$ cat config.mk
export PLATFORM = sky130hd
export DESIGN_NAME = sine_pwm_nch
export DESIGN_NICKNAME = d
export VERILOG_FILES = /design/src/rtl/sine_pwm_pkg.sv /design/src/rtl/sine_pwm_nch_lut.sv /design/src/rtl/sine_pwm_nch.sv
export SDC_FILE = /design/constraint.sdc
export NUM_CORES = 1
export LEC_CHECK = 0
export CAP_MARGIN = 20
export CORE_MARGIN = 2
export CORE_UTILIZATION = 50
export CTS_CLUSTER_SIZE = 28
export DETAILED_ROUTE_END_ITERATION = 10
export PLACE_DENSITY = 0.79
export SLEW_MARGIN = 20
export SYNTH_ARGS = -nofsm -noshare
export SYNTH_HDL_FRONTEND = slang
export SYNTH_SLANG_ARGS = --single-unit
$ cat constraint.sdc
create_clock -name clk -period 22.7 [get_ports clk]
set_input_delay 4.54 -clock clk [delete_from_list [all_inputs] [get_ports clk]]
set_output_delay 4.54 -clock clk [all_outputs]
set_load 0.05 [all_outputs]
$ cat src/rtl/sine_pwm_pkg.sv
// Shared definitions for sine_pwm_nch: step count, normalised 36-entry sine table,
// channel phase-offset and table rescaling helpers.
package sine_pwm_pkg;

    localparam int STEPS  = 36;
    localparam int NORM_W = 17;

    // Entries are round(65536*(0.5+0.5*sin(2*pi*i/36))), rescaled to R bits by sine_scale.
    function automatic logic [NORM_W-1:0] sine_norm(input logic [5:0] idx);
        logic [NORM_W-1:0] v;
        case (idx)
            6'd0:    v = 17'd32768;
            6'd1:    v = 17'd38458;
            6'd2:    v = 17'd43975;
            6'd3:    v = 17'd49152;
            6'd4:    v = 17'd53831;
            6'd5:    v = 17'd57870;
            6'd6:    v = 17'd61146;
            6'd7:    v = 17'd63560;
            6'd8:    v = 17'd65038;
            6'd9:    v = 17'd65536;
            6'd10:   v = 17'd65038;
            6'd11:   v = 17'd63560;
            6'd12:   v = 17'd61146;
            6'd13:   v = 17'd57870;
            6'd14:   v = 17'd53831;
            6'd15:   v = 17'd49152;
            6'd16:   v = 17'd43975;
            6'd17:   v = 17'd38458;
            6'd18:   v = 17'd32768;
            6'd19:   v = 17'd27078;
            6'd20:   v = 17'd21561;
            6'd21:   v = 17'd16384;
            6'd22:   v = 17'd11705;
            6'd23:   v = 17'd7666;
            6'd24:   v = 17'd4390;
            6'd25:   v = 17'd1976;
            6'd26:   v = 17'd498;
            6'd27:   v = 17'd0;
            6'd28:   v = 17'd498;
            6'd29:   v = 17'd1976;
            6'd30:   v = 17'd4390;
            6'd31:   v = 17'd7666;
            6'd32:   v = 17'd11705;
            6'd33:   v = 17'd16384;
            6'd34:   v = 17'd21561;
            6'd35:   v = 17'd27078;
            default: v = 17'd32768;
        endcase
        return v;
    endfunction

    function automatic int unsigned ch_offset(input int unsigned k, input int unsigned ch);
        return (k * 32'(STEPS)) / ch;
    endfunction

    // Round-half-up rescale to r bits, clamped so the crest fits in the counter range.
    function automatic int unsigned sine_scale(input logic [NORM_W-1:0] norm, input int unsigned r);
        int unsigned v;
        int unsigned vmax;
        v    = ((32'(norm) << r) + 32'd32768) >> 16;
        vmax = (32'd1 << r) - 32'd1;
        return (v > vmax) ? vmax : v;
    endfunction

endpackage

$ cat src/rtl/sine_pwm_nch_lut.sv
// sine_lut: combinational R-bit sine ROM, one instance per output channel.
module sine_lut
    import sine_pwm_pkg::*;
#(
    parameter int R = 6
) (
    input  logic [5:0]   i_idx,
    output logic [R-1:0] o_duty
);

    always_comb begin
        o_duty = R'(sine_scale(sine_norm(i_idx), R));
    end

endmodule

$ cat src/rtl/sine_pwm_nch.sv
// Multi-channel sine PWM generator with phase-shifted channels and shadowed step rate.
// Optional complementary outputs with dead time under macro SINE_PWM_DEADTIME_EN.
module sine_pwm_nch
    import sine_pwm_pkg::*;
#(
    parameter int R     = 6,
    parameter int CH    = 3,
    parameter int STEPS = 36,
    parameter int DT    = 2
) (
    input  logic          clk,
    input  logic          rst,
    input  logic          en,
    input  logic [11:0]   n_in,
    output logic [CH-1:0] pwm_out,
`ifdef SINE_PWM_DEADTIME_EN
    output logic [CH-1:0] pwm_out_n,
`endif
    output logic [5:0]    step,
    output logic          step_tick
);

    localparam logic [R-1:0] CNT_MAX  = {R{1'b1}};
    localparam logic [R-1:0] CNT_ONE  = R'(1);
    localparam logic [5:0]   STEP_MAX = 6'(STEPS - 1);

    logic [R-1:0]  r_cnt;
    logic [11:0]   r_n;
    logic [11:0]   r_nsh;
    logic          r_nsh_vld;
    logic [5:0]    r_step;
    logic          r_tick;
    logic          w_eop;
    logic          w_adv;
    logic [11:0]   w_n_sh;
    logic [11:0]   w_n_lim;
    logic [5:0]    w_step_nxt;
    logic [CH-1:0] w_des;

    // Configurations outside the supported range elaborate no extra hardware.
    if (CH < 1 || CH > 6 || DT < 0) begin : g_cfg_out_of_range
    end

    always_comb begin
        w_eop   = (r_cnt == CNT_MAX);
        w_n_sh  = r_nsh_vld ? r_nsh : n_in;
        w_n_lim = (w_n_sh == 12'd0) ? 12'd1 : w_n_sh;
        w_adv   = en && w_eop && (r_n == (w_n_lim - 12'd1));
        if (w_adv) begin
            w_step_nxt = (r_step == STEP_MAX) ? 6'd0 : r_step + 6'd1;
        end else begin
            w_step_nxt = r_step;
        end
    end

    // N_sh is taken from n_in on the first edge after reset and then only at step advances.
    always_ff @(posedge clk or posedge rst) begin
        if (rst) begin
            r_cnt     <= '0;
            r_n       <= 12'd0;
            r_nsh     <= 12'd0;
            r_nsh_vld <= 1'b0;
            r_step    <= 6'd0;
            r_tick    <= 1'b0;
        end else begin
            r_nsh_vld <= 1'b1;
            if (!r_nsh_vld || w_adv) begin
                r_nsh <= n_in;
            end
            if (en) begin
                r_cnt <= r_cnt + CNT_ONE;
                r_n   <= w_adv ? 12'd0 : (w_eop ? r_n + 12'd1 : r_n);
            end else begin
                r_cnt <= '0;
                r_n   <= 12'd0;
            end
            r_step <= w_step_nxt;
            r_tick <= w_adv;
        end
    end

    for (genvar k = 0; k < CH; k++) begin : g_ch
        localparam logic [5:0]   OFF      = 6'(ch_offset(k, CH));
        localparam logic [R-1:0] DUTY_RST = R'(sine_scale(sine_norm(OFF), R));

        logic [6:0]   w_sum;
        logic [5:0]   w_idx;
        logic [R-1:0] w_lut;
        logic [R-1:0] r_duty;

        // Index follows the post-advance step so the new duty lands exactly at cnt==0.
        assign w_sum = {1'b0, w_step_nxt} + {1'b0, OFF};
        assign w_idx = (w_sum >= 7'(STEPS)) ? 6'(w_sum - 7'(STEPS)) : w_sum[5:0];

        sine_lut #(.R(R)) u_lut (
            .i_idx  (w_idx),
            .o_duty (w_lut)
        );

        always_ff @(posedge clk or posedge rst) begin
            if (rst) begin
                r_duty <= DUTY_RST;
            end else if (en && w_eop) begin
                r_duty <= w_lut;
            end
        end

        assign w_des[k] = en && (r_cnt < r_duty);
    end

`ifdef SINE_PWM_DEADTIME_EN
    localparam logic [7:0] DT_LOAD = (DT > 0) ? 8'(DT - 1) : 8'd0;

    logic [CH-1:0] r_last;
    logic [CH-1:0] r_hi;
    logic [CH-1:0] r_lo;
    logic [7:0]    r_dt [CH];

    // Any change of the wanted level blanks both outputs for DT cycles before the new side drives.
    always_ff @(posedge clk or posedge rst) begin
        if (rst) begin
            r_last <= '0;
            r_hi   <= '0;
            r_lo   <= '0;
            for (int k = 0; k < CH; k++) begin
                r_dt[k] <= 8'd0;
            end
        end else begin
            for (int k = 0; k < CH; k++) begin
                if (!en) begin
                    r_last[k] <= 1'b0;
                    r_dt[k]   <= 8'd0;
                    r_hi[k]   <= 1'b0;
                    r_lo[k]   <= 1'b0;
                end else if (w_des[k] != r_last[k]) begin
                    r_last[k] <= w_des[k];
                    r_dt[k]   <= DT_LOAD;
                    r_hi[k]   <= 1'b0;
                    r_lo[k]   <= 1'b0;
                end else if (r_dt[k] != 8'd0) begin
                    r_dt[k]   <= r_dt[k] - 8'd1;
                    r_hi[k]   <= 1'b0;
                    r_lo[k]   <= 1'b0;
                end else begin
                    r_hi[k]   <= r_last[k];
                    r_lo[k]   <= ~r_last[k];
                end
            end
        end
    end

    assign pwm_out   = r_hi;
    assign pwm_out_n = r_lo;
`else
    logic [CH-1:0] r_pwm;

    always_ff @(posedge clk or posedge rst) begin
        if (rst) begin
            r_pwm <= '0;
        end else begin
            r_pwm <= w_des;
        end
    end

    assign pwm_out = r_pwm;
`endif

    assign step      = r_step;
    assign step_tick = r_tick;

endmodule

==> impl_metrics.py <==
metrics = {
    "timing": {
        "tns_ns": 0,
        "whs_ns": 0.490,
        "hold_violations": 0,
        "fmax_ghz": 0.0773,
        "rsz0062_at_grt": "no",
        "setup_viol": 0,
        "period_minus_slack_ns": 12.93,
        "fin_crit_sh": 0.570,
        "tightest_slew_ns": 1.03,
        "final_max_slew_viol_count": 0,
        "clock_skew_ns": 0.0146,
        "maxSlewHeadroom": 0.311,
    },
    "clock_network": {
        "cts_sinks": 59,
        "cts_root_buffer": "clkbuf_16",
        "holdBufCountCts": 0,
        "clock_latency_ns": 0.34,
        "post-cts-setup-buffer-count": 0,
        "cts_inserted_buffers": 9,
        "h-tree-depth": 3,
        "path_clk_slew_ns": 0.05,
        "cts_tree": "built",
        "cts.path.max_buffers": 2,
        "cts_resized": 0,
    },
    "synth": {
        "ys.flop_type": "dfrtp_1",
        "synth_edf_count": 0,
        "async_flop_share": 1.00,
        "syn_area_um2": 6580,
        "synth_warnings": 0,
        "synth_nets": 836,
        "synth.distinct_cells": 105,
        "seq_area_frac_synth": 0.226,
        "synth_seq_cells": 59,
        "synthCells": 783,
        "syn_avg_cell_area_um2": 8.40,
    },
    "power_and_ir_drop": {
        "p_int_w": 0.000200,
        "powerDensity_nw_per_um2": 38.1,
        "combinationalPowerShare": 0.118,
        "ir_drop_mv": 0.0310,
        "clkPwrFrac": 0.471,
        "switchingPower_w": 0.0000745,
        "switching_share": 0.272,
        "seqPwrFrac": 0.411,
        "p_leak_nw": 2.99,
    },
    "critical_path": {
        "slowest_delay_ns": 0.72,
        "critPathMostFrequentCell": "ha_1",
        "path_cells": "clkdlybuf4s50_1 -> or4_1 -> a222oi_1 -> a21boi_1 -> ha_1 -> and2_1 -> a311oi_1 -> o311ai_2 -> o41a_1 -> or2_1 -> ha_1 -> nand2_1 -> nor3_1 -> and4_1 -> a211oi_4 -> a32oi_2 -> o22ai_2 -> xnor2_2 -> o311a_1 -> a211oi_1 -> nand3b_1 -> nor4_2 -> mux2i_1 -> a31oi_1",
        "rr_startpoint": "r_nsh_vld",
        "cp.required_ns": 22.87,
        "r2r_end": "g_ch[2].r_duty[4]",
        "r2r_slack_ns": 13.82,
        "crit_slowest_cell": "a222oi_1",
        "worstRegToRegCells": 24,
        "critPathLaunchType": "primary input",
        "critPathMaxFanout": 17,
        "end_kind": "flop",
        "critPathArrivalTime_ns": 13.10,
        "critPathKind": "in2reg",
    },
    "placed_design": {
        "gp_congestion": 0.993,
        "hpwl_mm": 12.6,
        "place_area_um2": 6900,
        "io_buffer_count": 24,
    },
    "detailed_routing": {
        "drt_iter0_drc": 696,
        "drt-total-wl_mm": 17.7,
        "wl_per_cell_um": 18.4,
        "ant_nets": 0,
        "viasPerCell": 6.52,
        "drcViolationCount": 0,
        "dr.pass1.iters": 5,
        "num_vias": 6277,
    },
    "min_path": {
        "whs_path_depth": 2,
        "hold_path_startpoint": "g_ch[1].r_duty[5]",
        "min_to": "g_ch[1].r_duty[5]",
        "hp-class": "reg2reg",
    },
    "grt": {
        "overflow": 0,
        "grt_pass1_vias": 5764,
        "grt_max_degree": 60,
        "track_usage": 0.255,
        "antenna_found_initial": 0,
        "grt_pass1_wl_mm": 29.6,
    },
    "final_layout": {
        "drive_gt1_frac": 0.115,
        "antennaDiodeCount": 0,
        "final_area_um2": 7190,
        "nets": 839,
        "syn_to_final_growth_pct": 9.20,
    },
    "die": {
        "num_rows": 41,
        "die_h_um": 119,
        "io_pins": 25,
        "core_um2": 12700,
        "die-area_um2": 14100,
        "start_util": 0.517,
        "die_w_um": 119,
    },
    "flow_run": {
        "max-cap-violations": 0,
    },
    "run_status": {
        "status": "completed",
    },
}
logic make-up after synthesis:
group	after synthesis	share of synthesized area
xor+xnor	52	0.0808
compound gates	239	0.269
other cells	1	0.000570
flops	59	0.226
simple gates	273	0.225
buf+inv	78	0.0536
mux	43	0.0724
fa+ha+maj	38	0.0723
critical path, delay by kind of cell:
kind            cells  cell delay [ns]
buf+inv             1             0.46
compound gates     11             4.26
simple gates        8             2.29
fa+ha+maj           2             0.66
xor+xnor            1             0.33
mux                 1             0.54
Yosys cell counts (9+ instances only):
library cell	instances	area (um^2)
a211oi_1	17	128
a21oi_1	31	155
a22oi_1	11	82.6
a31oi_1	18	113
and3_1	15	93.8
and4_1	10	87.6
buf_2	11	55.1
clkbuf_1	20	75.1
dfrtp_1	53	1330
ha_1	38	475
inv_1	36	135
mux2_2	13	146
mux2i_1	26	260
nand2_1	55	206
nand2b_1	12	75.1
nand3_1	25	125
nand4_1	9	56.3
nor2_1	59	221
nor3_1	26	130
o211ai_1	13	97.6
o21ai_0	42	210
or3_1	10	62.6
xnor2_1	32	280
xor2_1	13	114
worst max path at each step:
stage	start	to	slack [ns]	cells past startpoint
floorplan	n_in[5]	g_ch[2].r_duty[3]	11.23	29
detailed placement	n_in[5]	g_ch[2].r_duty[4]	9.43	25
global placement	n_in[5]	g_ch[2].r_duty[3]	9.71	28
CTS	n_in[5]	g_ch[2].r_duty[4]	9.73	25
finish	n_in[5]	g_ch[2].r_duty[4]	9.77	24
global route	n_in[5]	g_ch[2].r_duty[4]	9.01	24
power groups by stage:
stage | Clock (W) | Combinational (W) | Sequential, W
2_1_floorplan | 0 | 0.0000216 | 0.000114
3_3_place_gp | 0 | 0.0000309 | 0.000114
3_5_place_dp | 0 | 0.0000315 | 0.000114
4_1_cts | 0.000130 | 0.0000321 | 0.000113
5_1_grt | 0.000135 | 0.0000356 | 0.000113
6_report | 0.000129 | 0.0000323 | 0.000113
registers in the layout, indices dropped and copies added (netlist names):
name / cells
g_ch.r_duty: 18
r_n: 12
r_nsh: 12
r_cnt: 6
step: 6
pwm_out: 3
r_nsh_vld: 1
step_tick: 1
through the flow:
| stage | util | std cells | power, W | worst slack, ns |
|---|---|---|---|---|
| 2_1_floorplan | - | 783 | 0.000136 | 11.23 |
| 3_3_place_gp | 0.542 | 947 | 0.000145 | 9.71 |
| 3_5_place_dp | 0.542 | 947 | 0.000146 | 9.43 |
| 4_1_cts | 0.564 | 963 | 0.000274 | 9.73 |
| 5_1_grt | 0.565 | 963 | 0.000283 | 9.01 |
| 6_report | 0.565 | 963 | 0.000274 | 9.77 |
per-layer routing:
metal  up-vias  track usage  share of wire
met1      2995        0.360           0.45
met3        46       0.0294          0.063
met5         -            0              0
met4         0       0.0707          0.026
met2       241        0.410           0.46
li1       2995            -              -
area by class of cell:
cell class / instances / area (um^2)
clock buffer: 10 / 239
clock inverter: 6 / 41.3
fill: 1218 / 5540
inverter: 40 / 163
multi-input combinational: 646 / 4760
sequential: 59 / 1480
tap: 172 / 215
timing repair buffer: 30 / 285
layout by cell type, fill, tap and decap left out, types with 9 or more instances in the layout:
master | netlist | final
nand2_1 | 55 | 55
o211ai_1 | 13 | 13
nor3_1 | 26 | 26
clkdlybuf4s50_1 | 0 | 24
mux2_2 | 13 | 13
nand4_1 | 9 | 9
nand3_1 | 25 | 25
mux2i_1 | 26 | 26
or3_1 | 10 | 10
xnor2_1 | 32 | 32
a31oi_1 | 18 | 18
xor2_1 | 13 | 13
and3_1 | 15 | 15
nand2b_1 | 12 | 12
a211oi_1 | 17 | 16
o21ai_0 | 42 | 42
inv_1 | 36 | 35
ha_1 | 38 | 38
a21oi_1 | 31 | 31
a22oi_1 | 11 | 11
nor2_1 | 59 | 58
dfrtp_1 | 53 | 53
and4_1 | 10 | 10
clkbuf_16 | 0 | 9
Note: power is estimated with default switching activity, not from simulation.
